<file path="src/rtl/n64_pi_pkg.sv">
// Shared types and constants for the N64 parallel-interface (PI) read master.
package n64_pi_pkg;

  // Width of the multiplexed cartridge address/data bus.
  localparam int PI_AD_W = 16;

  // Phase timer width; every timing parameter fits in 1..255 cycles.
  localparam int PI_TMR_W = 8;

  // Default phase timings in clock cycles.
  localparam int DEF_ALE_CYC     = 4;
  localparam int DEF_RD_LOW_CYC  = 8;
  localparam int DEF_RD_HIGH_CYC = 4;

  // Bus-cycle phases: idle, address high, address low, turnaround, read low, read high.
  typedef enum logic [2:0] {
    ST_IDLE = 3'd0,
    ST_AHI  = 3'd1,
    ST_ALO  = 3'd2,
    ST_GAP  = 3'd3,
    ST_RDL  = 3'd4,
    ST_RDH  = 3'd5
  } pi_state_e;

  // The timer counts down to zero, so a phase of N cycles is loaded with N-1.
  function automatic logic [PI_TMR_W-1:0] cyc_to_load(input int cyc);
    return PI_TMR_W'(cyc - 1);
  endfunction

endpackage

</file>
<file path="src/rtl/n64_pi_timer.sv">
// Loadable down-counter that times every PI bus phase; done is high at zero.
module n64_pi_timer
  import n64_pi_pkg::*;
#(
  parameter int W = PI_TMR_W
) (
  input  logic         clk,
  input  logic         rst,
  input  logic         load,
  input  logic [W-1:0] load_val,
  output logic         done
);

  logic [W-1:0] count;

  // Reload on phase entry, otherwise count down and park at zero.
  // NOTE: sequential state uses non-blocking (<=) so every register sees pre-edge values.
  always_ff @(posedge clk or posedge rst) begin
    if (rst) begin
      count <= '0;
    end else if (load) begin
      count <= load_val;
    end else if (count != '0) begin
      count <= count - W'(1);
    end
  end

  assign done = (count == '0);

endmodule

</file>
<file path="src/rtl/n64_pi_master.sv">
// N64 cartridge PI bus read master: issues an address phase (ALE_H/ALE_L),
// then reads halfword bursts with READ_N strobes, re-issuing the address
// whenever the low 16 bits of the address wrap.
// Optional build macro N64_PI_MASTER_INPUT_REG_EN: registers pi_ad_i before
// sampling, which delays resp_valid by one cycle (RDH length is unchanged).
module n64_pi_master
  import n64_pi_pkg::*;
#(
  parameter int ALE_CYC     = DEF_ALE_CYC,
  parameter int RD_LOW_CYC  = DEF_RD_LOW_CYC,
  parameter int RD_HIGH_CYC = DEF_RD_HIGH_CYC
) (
  input  logic               clk,
  input  logic               rst,
  input  logic               req_valid,
  output logic               req_ready,
  input  logic [31:0]        req_addr,
  input  logic [7:0]         req_len,
  output logic               resp_valid,
  output logic [PI_AD_W-1:0] resp_data,
  output logic               resp_last,
  output logic               busy,
  output logic [PI_AD_W-1:0] pi_ad_o,
  output logic               pi_ad_oe,
  input  logic [PI_AD_W-1:0] pi_ad_i,
  output logic               pi_ale_h,
  output logic               pi_ale_l,
  output logic               pi_read_n
);

  localparam logic [PI_TMR_W-1:0] ALE_LD = cyc_to_load(ALE_CYC);
  localparam logic [PI_TMR_W-1:0] RDL_LD = cyc_to_load(RD_LOW_CYC);
  localparam logic [PI_TMR_W-1:0] RDH_LD = cyc_to_load(RD_HIGH_CYC);

  pi_state_e             state;
  pi_state_e             state_next;
  logic                  tmr_load;
  logic [PI_TMR_W-1:0]   tmr_val;
  logic                  tmr_done;
  logic [31:0]           addr;
  logic [31:0]           addr_inc;
  logic [7:0]            remaining;
  logic                  armed;
  logic                  accept;
  logic                  rdl_end;
  logic                  sample_fire;
  logic [PI_AD_W-1:0]    sample_data;

  assign addr_inc  = addr + 32'd2;
  assign req_ready = armed && (state == ST_IDLE);
  assign busy      = (state != ST_IDLE);
  assign accept    = req_valid && req_ready;
  assign rdl_end   = (state == ST_RDL) && tmr_done;

  n64_pi_timer #(
    .W(PI_TMR_W)
  ) u_timer (
    .clk      (clk),
    .rst      (rst),
    .load     (tmr_load),
    .load_val (tmr_val),
    .done     (tmr_done)
  );

  // Hold req_ready low until the first clock edge after reset is released.
  always_ff @(posedge clk or posedge rst) begin
    if (rst) begin
      armed <= 1'b0;
    end else begin
      armed <= 1'b1;
    end
  end

  // Phase state register.
  always_ff @(posedge clk or posedge rst) begin
    if (rst) begin
      state <= ST_IDLE;
    end else begin
      state <= state_next;
    end
  end

  // Next-phase selection, timer reload on phase entry, and bus strobes.
  // NOTE: every output gets a default first so no path infers a latch.
  always_comb begin
    state_next = state;
    tmr_load   = 1'b0;
    tmr_val    = '0;
    pi_ale_h   = 1'b0;
    pi_ale_l   = 1'b0;
    pi_read_n  = 1'b1;
    pi_ad_oe   = 1'b0;
    pi_ad_o    = '0;

    unique case (state)
      ST_IDLE: begin
        if (accept) state_next = ST_AHI;
      end
      ST_AHI: begin
        pi_ale_h = 1'b1;
        pi_ale_l = 1'b1;
        pi_ad_oe = 1'b1;
        pi_ad_o  = addr[31:16];
        if (tmr_done) state_next = ST_ALO;
      end
      ST_ALO: begin
        pi_ale_l = 1'b1;
        pi_ad_oe = 1'b1;
        pi_ad_o  = addr[15:0];
        if (tmr_done) state_next = ST_GAP;
      end
      ST_GAP: begin
        // Neither side drives the bus while it turns around.
        if (tmr_done) state_next = ST_RDL;
      end
      ST_RDL: begin
        pi_read_n = 1'b0;
        if (tmr_done) state_next = ST_RDH;
      end
      ST_RDH: begin
        if (tmr_done) begin
          if (remaining == 8'd0) begin
            state_next = ST_IDLE;
          end else if (addr_inc[15:0] == 16'h0000) begin
            // The cartridge only auto-increments the low half, so a carry
            // into the upper half needs a fresh address phase.
            state_next = ST_AHI;
          end else begin
            state_next = ST_RDL;
          end
        end
      end
      default: state_next = ST_IDLE;
    endcase

    if (state_next != state) begin
      tmr_load = 1'b1;
      unique case (state_next)
        ST_AHI, ST_ALO, ST_GAP: tmr_val = ALE_LD;
        ST_RDL:                 tmr_val = RDL_LD;
        ST_RDH:                 tmr_val = RDH_LD;
        default:                tmr_val = '0;
      endcase
    end
  end

  // Burst address and remaining count: latched on accept, stepped at the end of RDH.
  always_ff @(posedge clk or posedge rst) begin
    if (rst) begin
      addr      <= '0;
      remaining <= '0;
    end else if (accept) begin
      addr      <= req_addr & ~32'd1;
      remaining <= req_len;
    end else if ((state == ST_RDH) && tmr_done) begin
      addr <= addr_inc;
      if (remaining != 8'd0) remaining <= remaining - 8'd1;
    end
  end

`ifdef N64_PI_MASTER_INPUT_REG_EN
  logic [PI_AD_W-1:0] ad_q;
  logic               sample_pend;

  // Register the pad input; the sample taken on the last RDL cycle is used one cycle later.
  always_ff @(posedge clk or posedge rst) begin
    if (rst) begin
      ad_q        <= '0;
      sample_pend <= 1'b0;
    end else begin
      ad_q        <= pi_ad_i;
      sample_pend <= rdl_end;
    end
  end

  assign sample_fire = sample_pend;
  assign sample_data = ad_q;
`else
  assign sample_fire = rdl_end;
  assign sample_data = pi_ad_i;
`endif

  // Response pulse; remaining is still the pre-decrement count when sampled.
  always_ff @(posedge clk or posedge rst) begin
    if (rst) begin
      resp_valid <= 1'b0;
      resp_data  <= '0;
      resp_last  <= 1'b0;
    end else begin
      resp_valid <= sample_fire;
      resp_last  <= sample_fire && (remaining == 8'd0);
      if (sample_fire) resp_data <= sample_data;
    end
  end

endmodule

</file>
<file path="config.mk">
export PLATFORM = sky130hd
export DESIGN_NAME = n64_pi_master
export DESIGN_NICKNAME = d
export VERILOG_FILES = /design/src/rtl/n64_pi_pkg.sv /design/src/rtl/n64_pi_timer.sv /design/src/rtl/n64_pi_master.sv
export SDC_FILE = /design/constraint.sdc
export NUM_CORES = 1
export LEC_CHECK = 0
export CAP_MARGIN = 20
export CORE_ASPECT_RATIO = 2
export CORE_MARGIN = 3
export CORE_UTILIZATION = 45
export CTS_CLUSTER_SIZE = 30
export DETAILED_ROUTE_END_ITERATION = 8
export PLACE_DENSITY = 0.83
export SLEW_MARGIN = 20
export SYNTH_ARGS = -nofsm -noshare
export SYNTH_HDL_FRONTEND = slang
export SYNTH_SLANG_ARGS = --single-unit
export TNS_END_PERCENT = 100
</file>
<file path="constraint.sdc">
create_clock -name clk -period 2.4 [get_ports clk]
set_clock_uncertainty 0.15 [all_clocks]
set_input_delay 0.36 -clock clk [delete_from_list [all_inputs] [get_ports clk]]
set_output_delay 0.36 -clock clk [all_outputs]
set_load 0.05 [all_outputs]
</file>
# Word-level counts from Yosys, hierarchy flattened
# Cells that the tools add are included.
# word_totals
inputBits,59
output_inout_bits,40
register_bits,70
elab_cells,63
# classes
muxes,23
reduce_logical,18
add_sub_neg,3
eq_ne,11
# op_table
operator,count
two-way mux 32 bit,2
two-way mux 8 bit,5
adder 32 x 2 -> 32 bit (second input constant),1
case mux 16 bit (2 select lines),1
two-way mux 3 bit,9
case mux 3 bit (6 select lines),1
zero test 16 bit,1
zero test 8 bit,2
nonzero test 8 bit,2
subtractor 8 x 1 -> 8 bit (second input constant),2
equality test 3 x 2 -> 1 bit (second input constant),4
equality test 3 bit (second input constant),4
equality test 3 x 1 -> 1 bit (second input constant),2
case mux 3 bit (2 select lines),1
nonzero test 2 bit,3
logical AND 1 bit,5
two-way mux 1 bit,4
OR reduction 4 bit,1
zero test 3 bit,1
inequality test 3 bit,1
nonzero test 3 bit,1
AND reduction 2 bit,1
OR reduction 2 bit,1

# Longest topological paths before layout
# Gate-level depths: netlist of the first run.
# logic_depth
depth_word,11
mapped_depth,9
mapped_depth_nobuf,8

# Modules after synthesis
# Synthesis of the first run repeated with hierarchy kept, for this count alone.
# unflattened
cells_unflattened,447
area_unflattened_um2,4132.7
# modules_own_cells
module,area_per_inst_um2,seq_area_each_um2,cells_each,instances
n64_pi_master,3636.0,1526.5,391,1
n64_pi_timer,496.7,200.2,56,1

# Least setup slack after synthesis of the first run
# OpenSTA, ideal clock, no wires.
# synth_path
path_type,reg2out
from,register state[1]
to,output port pi_ad_o[10]
t_required_ns,1.890
slack_ns,-0.374
n_path_buf,3
t_arrival_ns,2.264
path_stages_with_launch,7
cell_sequence,dfrtp_1 -> clkbuf_1 -> nor2_1 -> and2_0 -> clkbuf_1 -> clkbuf_1 -> a22o_1
# synth_via
elab_chain_cells,2
word_cells_on_any_way,3
classes_between,2 x eq/ne; 1 x mux
# synth_lines
element,line,source
"start, declared",n64_pi_master.sv:35,pi_state_e state;
"start signal, assigned",n64_pi_master.sv:79,state <= state_next;
equality test 3 x 2 -> 1 bit / equality test 3 x 1 -> 1 bit (equally long branches),n64_pi_master.sv:95,unique case (state)
case mux 16 bit (2 select lines) (*),n64_pi_master.sv:95,
"end, declared",n64_pi_master.sv:23,"output logic [PI_AD_W-1:0] pi_ad_o,"
# Every way passes the cells marked *; elsewhere a longest branch is shown, timed or not.

# Final worst setup path of the first run
# layout_path
from,register u_timer.count[0]
to,register addr[25]
# layout_via
elab_chain_cells,3
# layout_lines
element,line,source
"start, declared",n64_pi_timer.sv:14,logic [W-1:0] count;
"start signal, assigned",n64_pi_timer.sv:22,count <= load_val;
"start signal, assigned",n64_pi_timer.sv:24,count <= count - W'(1);
zero test 8 bit,n64_pi_timer.sv:28,assign done = (count == '0);
logical AND 1 bit,n64_pi_master.sv:155,end else if ((state == ST_RDH) && tmr_done) begin
nonzero test 2 bit (no source line),-,
"end signal, assigned",n64_pi_master.sv:153,addr <= req_addr & ~32'd1;
"end signal, assigned",n64_pi_master.sv:156,addr <= addr_inc;
"end, declared",n64_pi_master.sv:40,logic [31:0] addr;
# No other way between the ends.
# A chain may end at the register's enable or synchronous reset.

==> results of run 1 <==
## final cells by class
class / instances / area, um2
fill: 578 / 2470
inverter: 12 / 45.0
multi-input combinational: 330 / 2230
sequential: 69 / 1730
clock inverter: 6 / 111
tap: 100 / 125
timing repair buffer: 163 / 1700
clock buffer: 10 / 229
## metal layers
layer | share of wire, % | global-route usage (%)
met5 | 0 | 0
met4 | 8.7 | 20.5
met1 | 32 | 26.4
met2 | 54 | 50.0
met3 | 5.8 | 5.93
## per-stage QoR
step                setup slack (ns)  setup TNS, ns
finish                       -0.0860         -0.123
global route                 -0.0890         -0.707
CTS                          0.00294              0
detailed placement            -0.233          -4.03
global placement              -0.168          -2.04
floorplan                     0.0219              0
## worst max-delay path, delay by kind of cell, from the launching register on
family	cells	cell delay [ns]
compound gates	3	0.50
fa+ha+maj	1	0.13
buf+inv	3	0.39
flops	1	0.40
simple gates	2	0.82
## power groups by stage
stage | sequential (mW) | clock [mW] | combinational, mW
floorplan | 2.56 | 0 | 1.41
global placement | 2.18 | 0 | 2.87
detailed placement | 2.24 | 0 | 3.01
CTS | 2.24 | 1.54 | 3.11
global route | 2.33 | 1.59 | 3.50
finish | 2.28 | 1.52 | 3.28
## cell families after synthesis
kind of cell / after synthesis / synth area share [%]
adders and majority gates: 5 / 1.57
DFF: 69 / 43.2
muxes: 17 / 4.76
and+or+nand+nor: 181 / 23.7
buffers and inverters: 40 / 4.16
other: 1 / 0.0939
xor gates and xnor gates: 27 / 5.92
AOI/OAI and AO/OA: 99 / 16.6
## cell usage after synthesis (all sizes together) (13+ instances only)
cell and instances:
nand2 52, a21oi 17, nand3 22, a22o 17
xor2 13, xnor2 14, mux2 16, dfrtp 69
clkbuf 23, nor2 40, o21ai 28
## final timing paths
check	slack (ns)	endpoint	depth (start not counted)	from
hold / removal	0.24	resp_data[12]	2	rst
setup reg to reg	-0.09	addr[25]	9	u_timer.count[0]
hold reg to reg	0.35	resp_data[0]	1	resp_data[0]
max in group asynchronous	1.32	addr[19]	3	rst
min in group clk	0.35	resp_data[0]	1	resp_data[0]
setup / recovery	-0.09	addr[25]	9	u_timer.count[0]
## flip-flops by register name, indices dropped and copies added, names as in the netlist
| signal | cells |
|---|---|
| state | 3 |
| resp_valid | 1 |
| resp_last | 1 |
| armed | 1 |
| addr | 31 |
| resp_data | 16 |
| u_timer.count | 8 |
| remaining | 8 |
## timing repair
action	CTS	global route
endpoints found under the setup margin	43	47
gates resized for setup	11	26
pin swaps	3	9
gates cloned	0	0
buffers inserted	3	7
==> run metrics, run 1 <==
Clock Latency Late Sink 0.34 ns; root buf cell clkbuf_16; failing checks setup timing; DRT iter0 DRCs 319; Nets 649; design area 6170 um2; Congestion Overflow GR 0; synthesized area per cell 9.10 um2; largest net degree at the start of global routing 48; I/O Buffers 97; Post-Route WL 14,200 um; std cell rows 48; fmax 402 MHz; GPL Wtd Cong 0.916; Routed WL per cell 20.6 um; share of cells above drive strength 1 27.5%; first-pass GRT wire length 21,600 um; Lkg Pwr 2.56 nW; Total GRT Usage 27.9%; Final Setup Violations 4; RSZ-0062 raised after global routing true; outcome complete, but fails checks; Cell Area, Placed 5620 um2; Max Root-Sink Buffers 2; hpwl dp 9810 um; Die Ht 139 um; top-area cell type share of the netlist area 43.2%; commonest non-fill, non-tap cell in the layout clkdlybuf4s50_1; total power 7.08 mW; worst hold path class primary input to asynchronous set/reset pin; Top FF cell, synth dfrtp_1; Setup WS post-layout -0.0860 ns; ANT cells 0; placed cells 664; CP max FO 7; Arr. time, crit path 2.58 ns; FFs w/ async S/R, synth 100%; TritonCTS clock tree done; worst hold slack 0.243 ns; Post-Syn Area 4000 um2; Gate Count Post-Synth 439; most frequent cells in the layout 75 x clkdlybuf4s50_1, 67 x dfrtp_1, 61 x buf_4, 52 x nand2_1, 35 x nor2_1; synth warn 0; pwr dens 1150 nW/um2; non-filler cells, final 690; first-pass detailed-route iteration total 5; Vias per Instance 6.21; Clock Power Share 21.5%; CP Cell Sequence inv_2 -> ha_4 -> or3b_4 -> buf_6 -> or3_4 -> buf_8 -> a31oi_1 -> o21ai_1 -> o311ai_4; top cells by area, synth dfrtp_1 43%, nand2_1 4.9%, mux2_2 4.5%; Final ANT Viol Nets 0; slowest stage delay, CP 0.41 ns; crit path kind flop to flop; Comb power frac 46.4%; Fin. Hold Viols 0; WP data required 2.49 ns; cts bufs inserted 9; I/O Pins 99; initial antenna violation count 0; final design utilization 71.4%; Crit. End Element flop; worst-margin pin slew 0.531 ns; drt drc 0; internal power 4.17 mW; Switching Fraction 41.2%; area grow syn2layout 54.5%; Yosys cell types 63; Crit-path slowest cell or3b_4; Initial Util 46.2%; part of the Yosys area used for sequential elements 43.2%; H-tree Lvls 3; Tmin final 2.49 ns; Via Count 4,287; core footprint 8650 um2; Net Sw Power 2.92 mW; cts hold-fix bufs 0; Slew HR 64.5%; syn nets 503; Post-synth EDFFs 0; vias in the first global route 4,474; CTS clock-pin slew for the worst setup and hold paths 0.06 ns; leading area contributor after synthesis dfrtp_1; clk sinks 69; startpoint types flop; Max Cap Viol 0; Max Slew Vio Count 0; Tcrit/Tclk final 104%; die area 10,100 um2; Synth Register Bits 69; peak supply drop 0.796 mV; sequential power share 32.1%; width of the chip 72.6 um
No activity file was read; power rests on OpenSTA's default activity.
==> run 2: changes to the inputs <==
--- a/config.mk
+++ b/config.mk
@@ -12,6 +12,7 @@
 export CTS_CLUSTER_SIZE = 30
 export DETAILED_ROUTE_END_ITERATION = 8
 export PLACE_DENSITY = 0.83
+export SKIP_LAST_GASP = 1
 export SLEW_MARGIN = 20
 export SYNTH_ARGS = -nofsm -noshare
 export SYNTH_HDL_FRONTEND = slang
==> constraint.sdc (replaced) <==
create_clock -name clk -period 2.2 [get_ports clk]
set_clock_uncertainty 0.15 [all_clocks]
set_input_delay 0.33 -clock clk [delete_from_list [all_inputs] [get_ports clk]]
set_output_delay 0.33 -clock clk [all_outputs]
set_load 0.05 [all_outputs]
==> run metrics, run 2 (same netlist as run 1, synthesis figures left out) <==
outcome complete, but fails checks; failing checks setup timing; Initial Util 46.2% (unchanged); cts hold-fix bufs 0 (unchanged); wire length on met1 5600 um (+23%); initial antenna violation count 0 (unchanged); Top reg by flops addr; met2 wire len 9380 um (+23%); Tmin final 2.57 ns (+0.0841 ns); first-pass GRT wire length 24,600 um (+14%); placed cells 676 (+1.8%); root buf cell clkbuf_16; Setup WS post-layout -0.370 ns (-0.284 ns); cts bufs inserted 9 (unchanged); peak supply drop 0.557 mV (-30%); Arr. time, crit path 2.67 ns (+0.09 ns); final design utilization 78.7% (+7.4 points); WP data required 2.30 ns (-0.19 ns); hpwl dp 10,000 um (+2.3%); Congestion Overflow GR 0 (unchanged); die area 10,100 um2 (unchanged); Die Ht 139 um (unchanged); routed wl met3 1420 um (+71%); I/O Pins 99 (unchanged); fmax 389 MHz (-3.3%); area grow syn2layout 70.5%; max FFs per register 31 (unchanged); Lkg Pwr 2.87 nW (+12%); drt drc 0 (unchanged); Final Setup Violations 75 (+71); most frequent cells in the layout 75 x clkdlybuf4s50_1, 70 x buf_4, 67 x dfrtp_1, 46 x nand2_1, 26 x nor2_1; Max Cap Viol 0 (unchanged); pwr dens 1200 nW/um2 (+4.8%); largest net degree at the start of global routing 30 (-38%); crit path kind flop to flop; I/O Buffers 97 (unchanged); H-tree Lvls 3 (unchanged); share of cells above drive strength 1 37.5% (+10 points); Max Slew Vio Count 0 (unchanged); non-filler cells, final 721 (+4.5%); TritonCTS clock tree done; CP max FO 4 (-3); GPL Wtd Cong 0.984 (+7.5%); Clock Latency Late Sink 0.35 ns (about the same); internal reg-to-reg setup slack -0.37 ns (-0.28 ns); Total GRT Usage 32.3% (+4.4 points); Fin. Hold Viols 0 (unchanged); DRT iter0 DRCs 529 (+66%); ANT cells 0 (unchanged); biggest regs addr (31), resp_data (16); startpoint types flop; Slew HR 58.8% (-5.7 points); Crit. End Element flop; clk sinks 69 (unchanged); Vias per Instance 6.41 (+3.2%); Routed WL per cell 24.7 um (+20%); Tcrit/Tclk final 117% (+13 points); width of the chip 72.6 um (unchanged); Final ANT Viol Nets 0 (unchanged); Max Root-Sink Buffers 2 (unchanged); RSZ-0062 raised after global routing true; Nets 680 (+4.8%); Post-Route WL 17,800 um (+25%); commonest non-fill, non-tap cell in the layout clkdlybuf4s50_1; worst hold path class primary input to asynchronous set/reset pin; CTS clock-pin slew for the worst setup and hold paths 0.06 ns (about the same); top sig layer met4; std cell rows 48 (unchanged); Via Count 4,622 (+7.8%); core footprint 8650 um2 (unchanged); first-pass detailed-route iteration total 6 (+1); pre-CTS WS -0.257 ns (-0.0246 ns); worst-margin pin slew 0.617 ns (+0.0856 ns); vias in the first global route 4,703 (+5.1%)
## run 2: cell count changes in the layout (fill, tap and decap cells not counted), moves of 6 or more
cell | before | now
buf_4 | 61 | 70
o21ai_0 | 19 | 12
nand2_1 | 52 | 46
buf_6 | 2 | 25
nor2_1 | 35 | 26
a22o_1 | 8 | 2
a22o_2 | 9 | 0
a22o_4 | 0 | 15
## run 2: what timing repair did
| action | CTS | global route |
|---|---|---|
| buffers inserted | 17 | 12 |
| gates resized for setup | 63 | 66 |
| pin swaps | 23 | 33 |
| cloned | 3 | 1 |
| hold endpoints to repair | 0 | 0 |
| setup endpoints to repair | 79 | 83 |
## run 2: final timing paths
kind / startpoint / endpoint / cells past startpoint
hold / removal: rst / addr[16] / 2
min in group clk: resp_data[8] / resp_data[8] / 1
setup reg to reg: u_timer.count[0] / addr[29] / 9
max in group asynchronous: rst / state[1] / 3
hold reg to reg: resp_data[8] / resp_data[8] / 1
setup / recovery: u_timer.count[0] / addr[29] / 9
## run 2: layer usage
metal | GRT usage (%) | vias to the layer above
met1 | 32.7 | 2241
met2 | 55.9 | 338
met4 | 23.7 | 0
met5 | 0 | -
li1 | - | 1932
met3 | 6.65 | 111
## run 2: critical path, stage by stage (launching register included)
cell	delay (ns)
dfrtp_1	0.39
inv_2	0.09
ha_4	0.15
or3b_4	0.40
or3_1	0.50
nor2_4	0.19
buf_4	0.17
nand2_1	0.07
xor2_1	0.16
o21ai_0	0.20
## run 2: layout make-up
type	count	area, um2
Inverter	12	48.8
Sequential cell	69	1730
Multi-Input combinational cell	330	2540
Timing Repair Buffer	194	2040
Fill cell	492	1840
Clock inverter	4	70.1
Clock buffer	12	256
Tap cell	100	125
## run 2: metrics by stage
| step | TNS [ns] | hold slack (ns) | area [um2] | total power, mW |
|---|---|---|---|---|
| after detailed placement | -8.11 | 0.344 | 5740 | 5.76 |
| after CTS | -6.41 | 0.267 | 6440 | 7.60 |
| final | -12.43 | 0.258 | 6810 | 8.19 |
| after global routing | -15.40 | 0.288 | 6810 | 8.49 |
| after global placement | -4.23 | 0.326 | 5740 | 5.61 |
| after floorplan | -0.150 | 0.297 | 4030 | 4.34 |
## run 2: power breakdown
group / switching, mW / internal [mW] / leakage [nW] / total (mW)
logic: 2.33 / 1.76 / 1.89 / 4.09
registers: 0.635 / 1.86 / 0.826 / 2.50
clock network: 0.551 / 1.05 / 0.163 / 1.60
total: 3.52 / 4.67 / 2.87 / 8.19
==> run 3: changes to the inputs <==
--- a/config.mk
+++ b/config.mk
@@ -12,6 +12,7 @@
 export CTS_CLUSTER_SIZE = 30
 export DETAILED_ROUTE_END_ITERATION = 8
 export PLACE_DENSITY = 0.83
+export SETUP_SLACK_MARGIN = 0.2
 export SKIP_LAST_GASP = 1
 export SLEW_MARGIN = 20
 export SYNTH_ARGS = -nofsm -noshare
==> run metrics, run 3 (same netlist as run 1, synthesis figures left out) <==
outcome complete, but fails checks; failing checks setup timing; CP max FO 7 (+3); peak supply drop 0.865 mV (+55%); Initial Util 46.2% (unchanged); commonest non-fill, non-tap cell in the layout buf_4; most frequent cells in the layout 83 x buf_4, 68 x dfrtp_1, 66 x clkdlybuf4s50_1, 47 x nand2_1, 27 x nor2_1; width of the chip 72.6 um (unchanged); Max Cap Viol 0 (unchanged); worst hold slack 0.284 ns (+0.0267 ns); Post-Route WL 17,700 um (-0.65%); Max Root-Sink Buffers 2 (unchanged); worst-margin pin slew 0.524 ns (-0.0932 ns); share of cells above drive strength 1 39.6% (+2.1 points); largest net degree at the start of global routing 70 (+130%); I/O Buffers 97 (unchanged); design area 6920 um2 (+1.5%); I/O Pins 99 (unchanged); max FFs per register 31 (unchanged); clk sinks 69 (unchanged); Arr. time, crit path 2.55 ns (-0.12 ns); Tmin final 2.50 ns (-0.0740 ns); pwr dens 1160 nW/um2 (-3.6%); std cell rows 48 (unchanged); Clock Latency Late Sink 0.35 ns (about the same); pre-CTS WS -0.278 ns (-0.0210 ns); total power 8.01 mW (-2.1%); initial antenna violation count 0 (unchanged); startpoint types flop; area grow syn2layout 73.1%; fmax 401 MHz (+3.0%); WP data required 2.25 ns (-0.05 ns); setup TNS -10.34 ns (+2.09 ns); area of the multi-input gates 2570 um2 (+1.2%); root buf cell clkbuf_16; Nets 693 (+1.9%); Final ANT Viol Nets 0 (unchanged); CTS clock-pin slew for the worst setup and hold paths 0.07 ns (about the same); biggest regs addr (31), resp_data (16); Total GRT Usage 31.3% (-1.0 points); H-tree Lvls 3 (unchanged); first-pass detailed-route iteration total 5 (-1); Setup WS post-layout -0.296 ns (+0.0740 ns); Fin. Hold Viols 0 (unchanged); Congestion Overflow GR 0 (unchanged); DRT iter0 DRCs 624 (+18%); Vias per Instance 6.56 (+2.4%); core footprint 8650 um2 (unchanged); Via Count 4,817 (+4.2%); Die Ht 139 um (unchanged); ANT cells 0 (unchanged); Tcrit/Tclk final 113% (-3.4 points); Routed WL per cell 24.1 um (-2.4%); first-pass GRT wire length 24,300 um (-1.3%); cts hold-fix bufs 0 (unchanged); GPL Wtd Cong 0.906 (-8.0%); worst hold path class primary input to asynchronous set/reset pin; Cell Area, Placed 5700 um2 (-0.63%); Slew HR 65.0% (+6.2 points); Lkg Pwr 2.95 nW (+2.8%); Max Slew Vio Count 0 (unchanged); cts bufs inserted 9 (unchanged); Final Setup Violations 74 (-1.3%); storage element area 1730 um2 (about the same); crit path kind flop to flop; vias in the first global route 4,627 (-1.6%); hpwl dp 9330 um (-7.0%); layout filler cell count 462 (-6.1%); Top reg by flops addr; Crit. End Element flop; drt drc 0 (unchanged); TritonCTS clock tree done; RSZ-0062 raised after global routing true; die area 10,100 um2 (unchanged)
## run 3: changes by cell type in the layout (fill, tap and decap cells not counted), moves of 4 or more
cell	previous run	this run
buf_4	70	83
o21ai_1	14	10
clkdlybuf4s50_1	75	66
dlymetal6s2s_1	0	8
## run 3: per-stage QoR
step,instances,util [%]
final,734,80.0
after global routing,734,80.0
after CTS,712,75.4
after detailed placement,669,66.0
after global placement,669,66.0
after floorplan,439,-
## run 3: layer usage
layer / track usage, % / part of all wire, % / vias to the layer above
met5: 0 / 0 / -
met4: 19.3 / 7.9 / 0
met3: 7.01 / 8.2 / 149
met2: 53.6 / 51 / 400
met1: 33.6 / 33 / 2296
li1: - / - / 1972
## run 3: final timing paths
| path | cells past startpoint | to | startpoint | slack, ns |
|---|---|---|---|---|
| setup / recovery | 7 | addr[19] | u_timer.count[6] | -0.30 |
| hold / removal | 3 | resp_data[4] | rst | 0.28 |
| setup reg to reg | 7 | addr[19] | u_timer.count[6] | -0.30 |
| hold reg to reg | 2 | remaining[6] | remaining[6] | 0.35 |
| max in group asynchronous | 3 | state[2] | rst | 1.28 |
| min in group clk | 2 | remaining[6] | remaining[6] | 0.35 |
## run 3: layout make-up
class | instances | area share (%)
clock buffer | 9 | 3.26
clock inverter | 7 | 1.19
inverter | 12 | 0.706
multi-input combinational | 331 | 37.1
sequential | 69 | 25.0
tap | 100 | 1.81
timing repair buffer | 206 | 30.9
## run 3: what timing repair did
item / in CTS / in global routing
pin swaps: 15 / 33
endpoints found under the setup margin: 86 / 98
gates resized for setup: 71 / 66
setup buffers: 22 / 21
cloned: 5 / 1
## run 3: worst max-delay path: stages (launching register included)
cell and delay, ns:
dfrtp_1 0.39, or4_4 0.64, or3_4 0.51, buf_4 0.17, nor2_2 0.13, nand3_1 0.14, nand3_1 0.12, o211ai_1 0.11
## run 3: where the power goes
| part | internal [mW] | switching [mW] |
|---|---|---|
| registers | 1.86 | 0.629 |
| logic | 1.70 | 2.30 |
| clock network | 0.896 | 0.628 |
